[src/rtl/spi_cfg_arbiter_if.sv]
// ---------------------------------------------------------------------------
// spi_cfg_arbiter_if
//   Bundles the requester-side and serializer-side signals of the SPI config
//   arbiter.
//   master modport : the arbiter (drives acks/pulses and the serializer frame)
//   slave modport  : the environment (requesters and the P2S serializer)
//   Requester i occupies req_data[i*DATA_W +: DATA_W] and
//   req_width[i*WID_W +: WID_W]. Parameters must match the arbiter's.
// ---------------------------------------------------------------------------
interface spi_cfg_arbiter_if #(
  parameter int NUM_REQ = 3,
  parameter int DATA_W  = 16,
  parameter int WID_W   = 8
);
  localparam int OWN_W = (NUM_REQ > 1) ? $clog2(NUM_REQ) : 1;

  // requester side
  logic [NUM_REQ-1:0]        req_valid;
  logic [NUM_REQ*DATA_W-1:0] req_data;
  logic [NUM_REQ*WID_W-1:0]  req_width;
  logic [NUM_REQ-1:0]        req_ack;
  logic [NUM_REQ-1:0]        req_done;
  logic [NUM_REQ-1:0]        req_err;
  // serializer side
  logic                      p2s_start;
  logic [DATA_W-1:0]         p2s_data;
  logic [31:0]               p2s_width;
  logic                      p2s_busy;
  logic                      p2s_completed;
  // status
  logic                      arb_busy;
  logic [OWN_W-1:0]          arb_owner;

  modport master (
    input  req_valid, req_data, req_width, p2s_busy, p2s_completed,
    output req_ack, req_done, req_err, p2s_start, p2s_data, p2s_width,
           arb_busy, arb_owner
  );

  modport slave (
    output req_valid, req_data, req_width, p2s_busy, p2s_completed,
    input  req_ack, req_done, req_err, p2s_start, p2s_data, p2s_width,
           arb_busy, arb_owner
  );
endinterface

[src/rtl/spi_cfg_arbiter.sv]
// ---------------------------------------------------------------------------
// spi_cfg_arbiter
//   Round-robin arbiter sharing one parallel-to-serial SPI serializer among
//   NUM_REQ register-configuration requesters. One frame in flight at a time;
//   each finished frame is followed by a GAP_CYCLES chip-select-high gap.
//
// Ports
//   clk  : system clock
//   rst  : asynchronous, active-high reset
//   bus  : spi_cfg_arbiter_if.master
//          req_valid/req_data/req_width in, req_ack/req_done/req_err pulses out,
//          p2s_start/p2s_data/p2s_width out, p2s_busy/p2s_completed in,
//          arb_busy/arb_owner status out
//
// Optional feature
//   SPI_ARB_TIMEOUT_EN : when defined, WAIT_DONE gives up after TIMEOUT_CYCLES
//                        clocks without p2s_completed, pulses req_err[owner]
//                        and proceeds to GAP. When undefined req_err is 0.
// ---------------------------------------------------------------------------
module spi_cfg_arbiter #(
  parameter int NUM_REQ        = 3,
  parameter int DATA_W         = 16,
  parameter int WID_W          = 8,
  parameter int GAP_CYCLES     = 120,
  parameter int TIMEOUT_CYCLES = 4000
) (
  input logic                clk,
  input logic                rst,
  spi_cfg_arbiter_if.master  bus
);

  localparam int OWN_W = (NUM_REQ > 1) ? $clog2(NUM_REQ) : 1;

`ifdef SPI_ARB_TIMEOUT_EN
  localparam bit TO_EN = 1'b1;
`else
  localparam bit TO_EN = 1'b0;
`endif

  // GAP and WAIT_DONE never overlap, so one counter serves both. Without the
  // timeout feature it is sized for the gap alone.
  localparam int CNT_MAX = (TO_EN && (TIMEOUT_CYCLES > GAP_CYCLES)) ?
                           TIMEOUT_CYCLES : GAP_CYCLES;
  localparam int CNT_W   = $clog2(CNT_MAX + 1);

  typedef enum logic [1:0] {IDLE, ISSUE, WAIT_DONE, GAP} state_e;

  state_e             state;
  logic [OWN_W-1:0]   rr_ptr;
  logic [CNT_W-1:0]   cnt;

  logic               sel_found;
  logic [OWN_W-1:0]   sel;
  logic [DATA_W-1:0]  sel_data;
  logic [WID_W-1:0]   sel_width;
  logic [31:0]        clamp_width;
  logic [OWN_W:0]     scan_idx;

  // Round-robin pick: first asserted request scanning upward from rr_ptr.
  // NOTE: every always_comb output gets a default before any conditional
  // assignment; a path that leaves one unassigned infers a latch.
  always_comb begin
    sel_found = 1'b0;
    sel       = '0;
    sel_data  = '0;
    sel_width = '0;
    scan_idx  = '0;
    for (int k = 0; k < NUM_REQ; k++) begin
      scan_idx = {1'b0, rr_ptr} + (OWN_W+1)'(k);
      if (scan_idx >= (OWN_W+1)'(NUM_REQ)) scan_idx = scan_idx - (OWN_W+1)'(NUM_REQ);
      if (!sel_found && bus.req_valid[scan_idx[OWN_W-1:0]]) begin
        sel_found = 1'b1;
        sel       = scan_idx[OWN_W-1:0];
      end
    end
    for (int i = 0; i < NUM_REQ; i++) begin
      if (sel == OWN_W'(i)) begin
        sel_data  = bus.req_data[i*DATA_W +: DATA_W];
        sel_width = bus.req_width[i*WID_W +: WID_W];
      end
    end
  end

  // Widths beyond the shift register are clamped rather than rejected.
  assign clamp_width = (32'(sel_width) > 32'(DATA_W)) ? 32'(DATA_W) : 32'(sel_width);

  assign bus.arb_busy = (state != IDLE);

`ifndef SPI_ARB_TIMEOUT_EN
  assign bus.req_err = '0;
`endif

  // NOTE: sequential state uses non-blocking assignments only, so every
  // register samples pre-edge values regardless of statement order.
  always_ff @(posedge clk or posedge rst) begin
    if (rst) begin
      state         <= IDLE;
      rr_ptr        <= '0;
      cnt           <= '0;
      bus.req_ack   <= '0;
      bus.req_done  <= '0;
      bus.p2s_start <= 1'b0;
      bus.p2s_data  <= '0;
      bus.p2s_width <= '0;
      bus.arb_owner <= '0;
`ifdef SPI_ARB_TIMEOUT_EN
      bus.req_err   <= '0;
`endif
    end else begin
      // pulse outputs default low each cycle
      bus.req_ack   <= '0;
      bus.req_done  <= '0;
      bus.p2s_start <= 1'b0;
`ifdef SPI_ARB_TIMEOUT_EN
      bus.req_err   <= '0;
`endif
      case (state)
        IDLE: begin
          if (sel_found && !bus.p2s_busy) begin
            state         <= ISSUE;
            bus.arb_owner <= sel;
            bus.p2s_data  <= sel_data;
            bus.p2s_width <= clamp_width;
            bus.req_ack   <= NUM_REQ'(1) << sel;
            bus.p2s_start <= (sel_width != '0);
            rr_ptr        <= (sel == OWN_W'(NUM_REQ-1)) ? '0 : sel + OWN_W'(1);
          end
        end
        ISSUE: begin
          // a zero-width frame completes immediately and skips the gap
          if (bus.p2s_width == '0) begin
            bus.req_done <= NUM_REQ'(1) << bus.arb_owner;
            state        <= IDLE;
          end else begin
            cnt   <= '0;
            state <= WAIT_DONE;
          end
        end
        WAIT_DONE: begin
          // completion takes priority over a same-cycle timeout
          if (bus.p2s_completed) begin
            bus.req_done <= NUM_REQ'(1) << bus.arb_owner;
            cnt          <= '0;
            state        <= GAP;
          end
`ifdef SPI_ARB_TIMEOUT_EN
          else if (cnt == CNT_W'(TIMEOUT_CYCLES-1)) begin
            bus.req_err <= NUM_REQ'(1) << bus.arb_owner;
            cnt         <= '0;
            state       <= GAP;
          end else begin
            cnt <= cnt + CNT_W'(1);
          end
`endif
        end
        GAP: begin
          if (cnt == CNT_W'(GAP_CYCLES-1)) state <= IDLE;
          else                             cnt   <= cnt + CNT_W'(1);
        end
        default: state <= IDLE;
      endcase
    end
  end

endmodule

[src/flat_wrapper.sv]
// flat-port wrapper written by rule: the top's interface ports become plain ports
module spi_cfg_arbiter_flat 
#(
  parameter int NUM_REQ        = 3,
  parameter int DATA_W         = 16,
  parameter int WID_W          = 8,
  parameter int GAP_CYCLES     = 120,
  parameter int TIMEOUT_CYCLES = 4000
)
  (clk, rst, bus_req_valid, bus_req_data, bus_req_width, bus_p2s_busy, bus_p2s_completed, bus_req_ack, bus_req_done, bus_req_err, bus_p2s_start, bus_p2s_data, bus_p2s_width, bus_arb_busy, bus_arb_owner);
  spi_cfg_arbiter_if #(.NUM_REQ(NUM_REQ), .DATA_W(DATA_W), .WID_W(WID_W)) bus_i ();
  input logic clk;
  input logic rst;
  input wire logic [$bits(bus_i.req_valid)-1:0] bus_req_valid;
  input wire logic [$bits(bus_i.req_data)-1:0] bus_req_data;
  input wire logic [$bits(bus_i.req_width)-1:0] bus_req_width;
  input wire logic [$bits(bus_i.p2s_busy)-1:0] bus_p2s_busy;
  input wire logic [$bits(bus_i.p2s_completed)-1:0] bus_p2s_completed;
  output wire logic [$bits(bus_i.req_ack)-1:0] bus_req_ack;
  output wire logic [$bits(bus_i.req_done)-1:0] bus_req_done;
  output wire logic [$bits(bus_i.req_err)-1:0] bus_req_err;
  output wire logic [$bits(bus_i.p2s_start)-1:0] bus_p2s_start;
  output wire logic [$bits(bus_i.p2s_data)-1:0] bus_p2s_data;
  output wire logic [$bits(bus_i.p2s_width)-1:0] bus_p2s_width;
  output wire logic [$bits(bus_i.arb_busy)-1:0] bus_arb_busy;
  output wire logic [$bits(bus_i.arb_owner)-1:0] bus_arb_owner;
  assign bus_i.req_valid = bus_req_valid;
  assign bus_i.req_data = bus_req_data;
  assign bus_i.req_width = bus_req_width;
  assign bus_i.p2s_busy = bus_p2s_busy;
  assign bus_i.p2s_completed = bus_p2s_completed;
  assign bus_req_ack = bus_i.req_ack;
  assign bus_req_done = bus_i.req_done;
  assign bus_req_err = bus_i.req_err;
  assign bus_p2s_start = bus_i.p2s_start;
  assign bus_p2s_data = bus_i.p2s_data;
  assign bus_p2s_width = bus_i.p2s_width;
  assign bus_arb_busy = bus_i.arb_busy;
  assign bus_arb_owner = bus_i.arb_owner;
  spi_cfg_arbiter #(.NUM_REQ(NUM_REQ), .DATA_W(DATA_W), .WID_W(WID_W), .GAP_CYCLES(GAP_CYCLES), .TIMEOUT_CYCLES(TIMEOUT_CYCLES)) u_core (.clk(clk), .rst(rst), .bus(bus_i));
endmodule
[config.mk]
export PLATFORM = sky130hd
export DESIGN_NAME = spi_cfg_arbiter_flat
export DESIGN_NICKNAME = d
export VERILOG_FILES = /design/src/rtl/spi_cfg_arbiter_if.sv /design/src/rtl/spi_cfg_arbiter.sv /design/src/flat_wrapper.sv
export SDC_FILE = /design/constraint.sdc
export NUM_CORES = 1
export LEC_CHECK = 0
export ABC_AREA = 1
export BUFFER_PORTS_ARGS = -buffer_cell sky130_fd_sc_hd__buf_2
export CORE_AREA = 5 5 93 95
export DETAILED_ROUTE_END_ITERATION = 8
export DIE_AREA = 0 0 98 100
export GPL_ROUTABILITY_DRIVEN = 0
export PLACE_DENSITY = 0.67
export SKIP_CTS_REPAIR_TIMING = 1
export SYNTH_ARGS = -nofsm -noshare
export SYNTH_HDL_FRONTEND = slang
export SYNTH_SLANG_ARGS = --single-unit
[constraint.sdc]
create_clock -name clk -period 2.34 [get_ports clk]
set_clock_uncertainty 0.1 [all_clocks]
set_input_delay 0.234 -clock clk [delete_from_list [all_inputs] [get_ports clk]]
set_output_delay 0.234 -clock clk [all_outputs]
set_load 0.005 [all_outputs]
==> impl_metrics.json <==
{
  "status": "finished, final reports clean",
  "slew_viol_final": 0,
  "drtIter0Drc": 121,
  "cts_root_buf": "clkbuf_8",
  "numCtsBuffers": 5,
  "coreArea_mm2": 0.00765,
  "stdcell_area_mm2": 0.00387,
  "p_seq_share_pct": 20.3,
  "htreeDepth": 2,
  "period_needed_ps": 2320,
  "antennaDiodeCount": 0,
  "die_w_um": 98,
  "yosys.cell_count.top_type": "nand2_1",
  "grt-ovfl-total": 0,
  "cp_max_fo": 7,
  "via_count": 2791,
  "fillers": 712,
  "total_power_mw": 6.34,
  "p_sw_share_pct": 47.8,
  "max_freq_mhz": 431,
  "cts_buffer_depth": 2,
  "finalCritPeriodShare_pct": 99.3,
  "reg2reg_depth": 17,
  "ys.flop_type": "dfrtp_1",
  "tns_ps": 0,
  "async_reset_ff_share_pct": 100,
  "holdPathStages": 3,
  "cts_tree": "yes",
  "fin_nets": 581,
  "core.rowCount": 32,
  "die_h_um": 100,
  "netlist.area_leader.share_pct": 39.0,
  "leakage_nw": 2.07,
  "yosys-top-cells-count": "nand2_1 (82), dfrtp_1 (44), inv_1 (32)",
  "yosys.cell_types.count": 37,
  "insertion_delay_ps": 310,
  "worstPathRequired_ps": 2450,
  "seq_area_frac_synth_pct": 39.0,
  "cp-end-kind": "flop",
  "dr.pass1.iters": 4,
  "via_per_inst": 4.68,
  "fin_ws_ps": 17.3,
  "cts.sinks": 44,
  "postRouteAntennaNets": 0,
  "yosysTopAreaCell": "dfrtp_1",
  "setup_viol": 0,
  "cp_data_arrival_time_ps": 2440,
  "hold_path_class": "in2reg",
  "placed_cell_area_mm2": 0.00342,
  "pwr-share-comb_pct": 69.9,
  "cp_common_cell": "nand2_2",
  "grt_max_degree": 21,
  "startpoint_type": "flop",
  "drc": 0,
  "synthesis.instances": 358,
  "yosys_warnings": 0,
  "worstSetupPathType": "reg2reg",
  "path_cells": "ha_4 > inv_4 > nand2_2 > nand2_2 > nand2_2 > nand2_2 > nor2_4 > nand3_4 > nand2_8 > buf_6 > nand3_4 > nand3_2 > nor2_1 > nand3_1 > nand2_1 > nand2_1 > nand2_1",
  "yosys-top-cells-area": "dfrtp_1 (39%), nand2_1 (11%), buf_4 (7.4%), inv_1 (4.2%), ha_1 (4.0%)",
  "portBuffers": 112,
  "syn_area_mm2": 0.00283,
  "route.detailed.wl_per_inst_um": 14.2,
  "post-dp-hpwl_mm": 6.53,
  "drv_cap": 0,
  "clkPwrFrac_pct": 9.8,
  "avgSynthCellArea_um2": 7.90,
  "seqCellArea_mm2": 0.00110,
  "drive_gt1_share_pct": 40.9,
  "vdd_ir_drop_max_v": 0.00135,
  "dieArea_mm2": 0.00980,
  "wl_mm": 8.47,
  "hold_viol_final": 0,
  "synth_edf_count": 0,
  "ioPinCount": 140,
  "p_switching_mw": 3.03,
  "areaGrowthSynthToFinish_pct": 36.8,
  "crit_path_top_delay_cell": "dfrtp_2",
  "antenna_found_initial": 0,
  "multiInputGateArea_mm2": 0.00158,
  "slowest_delay_ps": 460,
  "place_ws_ps": -44.3,
  "clk_pin_slew_ps": 100,
  "p_int_mw": 3.31,
  "initial_utilization_pct": 37.0,
  "rsz0062_at_grt": "yes",
  "synth-seq-cells": 44,
  "grt_pass1_vias": 2668,
  "grt_pass1_wl_mm": 12.8,
  "grt_util_all_layers_pct": 16.0,
  "power_per_cell_area_mw_per_mm2": 1640
}
per-layer routing:
layer  wire length (um)  up-vias  GRT usage, %
met1               3610     1269          21.2
met5                  0        -             0
met3                663       12          3.82
li1                   -     1379             -
met2               4040      131          26.2
met4                153        0          4.58
cell families (layout without fill, tap and decap cells):
kind of cell,Yosys count,after routing,synth area share [%]
fa+ha+maj,9,9,3.98
other cells,1,27,0.133
simple gates,160,160,26.9
flops,44,44,39.0
compound gates,69,69,15.0
buf+inv,75,185,15.0
state kept, by name, indices dropped and copies added (netlist names), named ones only:
name and flops:
u_core.bus.arb_owner 2, u_core.bus.p2s_data 16, u_core.bus.p2s_start 1, u_core.bus.p2s_width 8, u_core.bus.req_ack 3, u_core.bus.req_done 3, u_core.cnt 7, u_core.rr_ptr 2
u_core.state 1
cells in the final DEF, fill, tap and decap left out, types with 3 or more instances in the layout:
cell type	instances
inv_1	26
a22oi_1	6
nor2_4	5
a2bb2oi_1	6
inv_2	8
nand2_2	9
a21oi_2	3
o22ai_1	4
dfrtp_1	43
ha_1	6
o21a_1	3
buf_2	112
nand3_2	8
a21oi_1	19
clkbuf_8	5
buf_4	23
nor3_1	4
conb_1	27
nor2_1	22
nand3_4	5
o21ai_0	8
o21ai_1	10
nand2_4	4
nand2_1	78
nand3_1	17
stage by stage:
step,hold slack [ps],util (%),std cells
floorplan,308,-,384
global placement,102,44.7,572
detailed placement,100,44.7,572
CTS,-225,46.2,580
global route,119,50.6,596
finish,80.4,50.6,596
layout make-up:
type | count | share of cell area (%)
Clock buffer | 5 | 1.78
Clock inverter | 3 | 1.20
Sequential cell | 44 | 28.5
Inverter | 38 | 4.14
Multi-Input combinational cell | 265 | 40.7
Tap cell | 102 | 3.30
Timing Repair Buffer | 139 | 20.3
critical path, delay by kind of cell, from the launching register on:
kind / cells / cell delay, ps
DFF: 1 / 460
and+or+nand+nor: 14 / 1160
buffers and inverters: 2 / 190
adders and majority gates: 1 / 310
worst paths after layout:
check                      slack (ps)                 endpoint                     from
min in group asynchronous         310            u_core.cnt[6]                      rst
max                                20  u_core.bus.p2s_width[2]         u_core.rr_ptr[1]
min                                80   u_core.bus.p2s_data[6]         bus_req_data[38]
max reg2reg                        20  u_core.bus.p2s_width[2]         u_core.rr_ptr[1]
min reg2reg                       380   u_core.bus.req_done[0]  u_core.bus.arb_owner[1]
max in group asynchronous        1300  u_core.bus.p2s_width[0]                      rst
power groups by stage:
stage / Combinational [mW] / Clock, mW / Sequential [mW]
2_1_floorplan: 2.49 / 0 / 1.27
3_3_place_gp: 3.21 / 0 / 1.28
3_5_place_dp: 3.31 / 0 / 1.27
4_1_cts: 3.31 / 0.628 / 1.27
5_1_grt: 4.88 / 0.660 / 1.33
6_report: 4.43 / 0.622 / 1.28
Note: power is estimated with default switching activity, not from simulation.
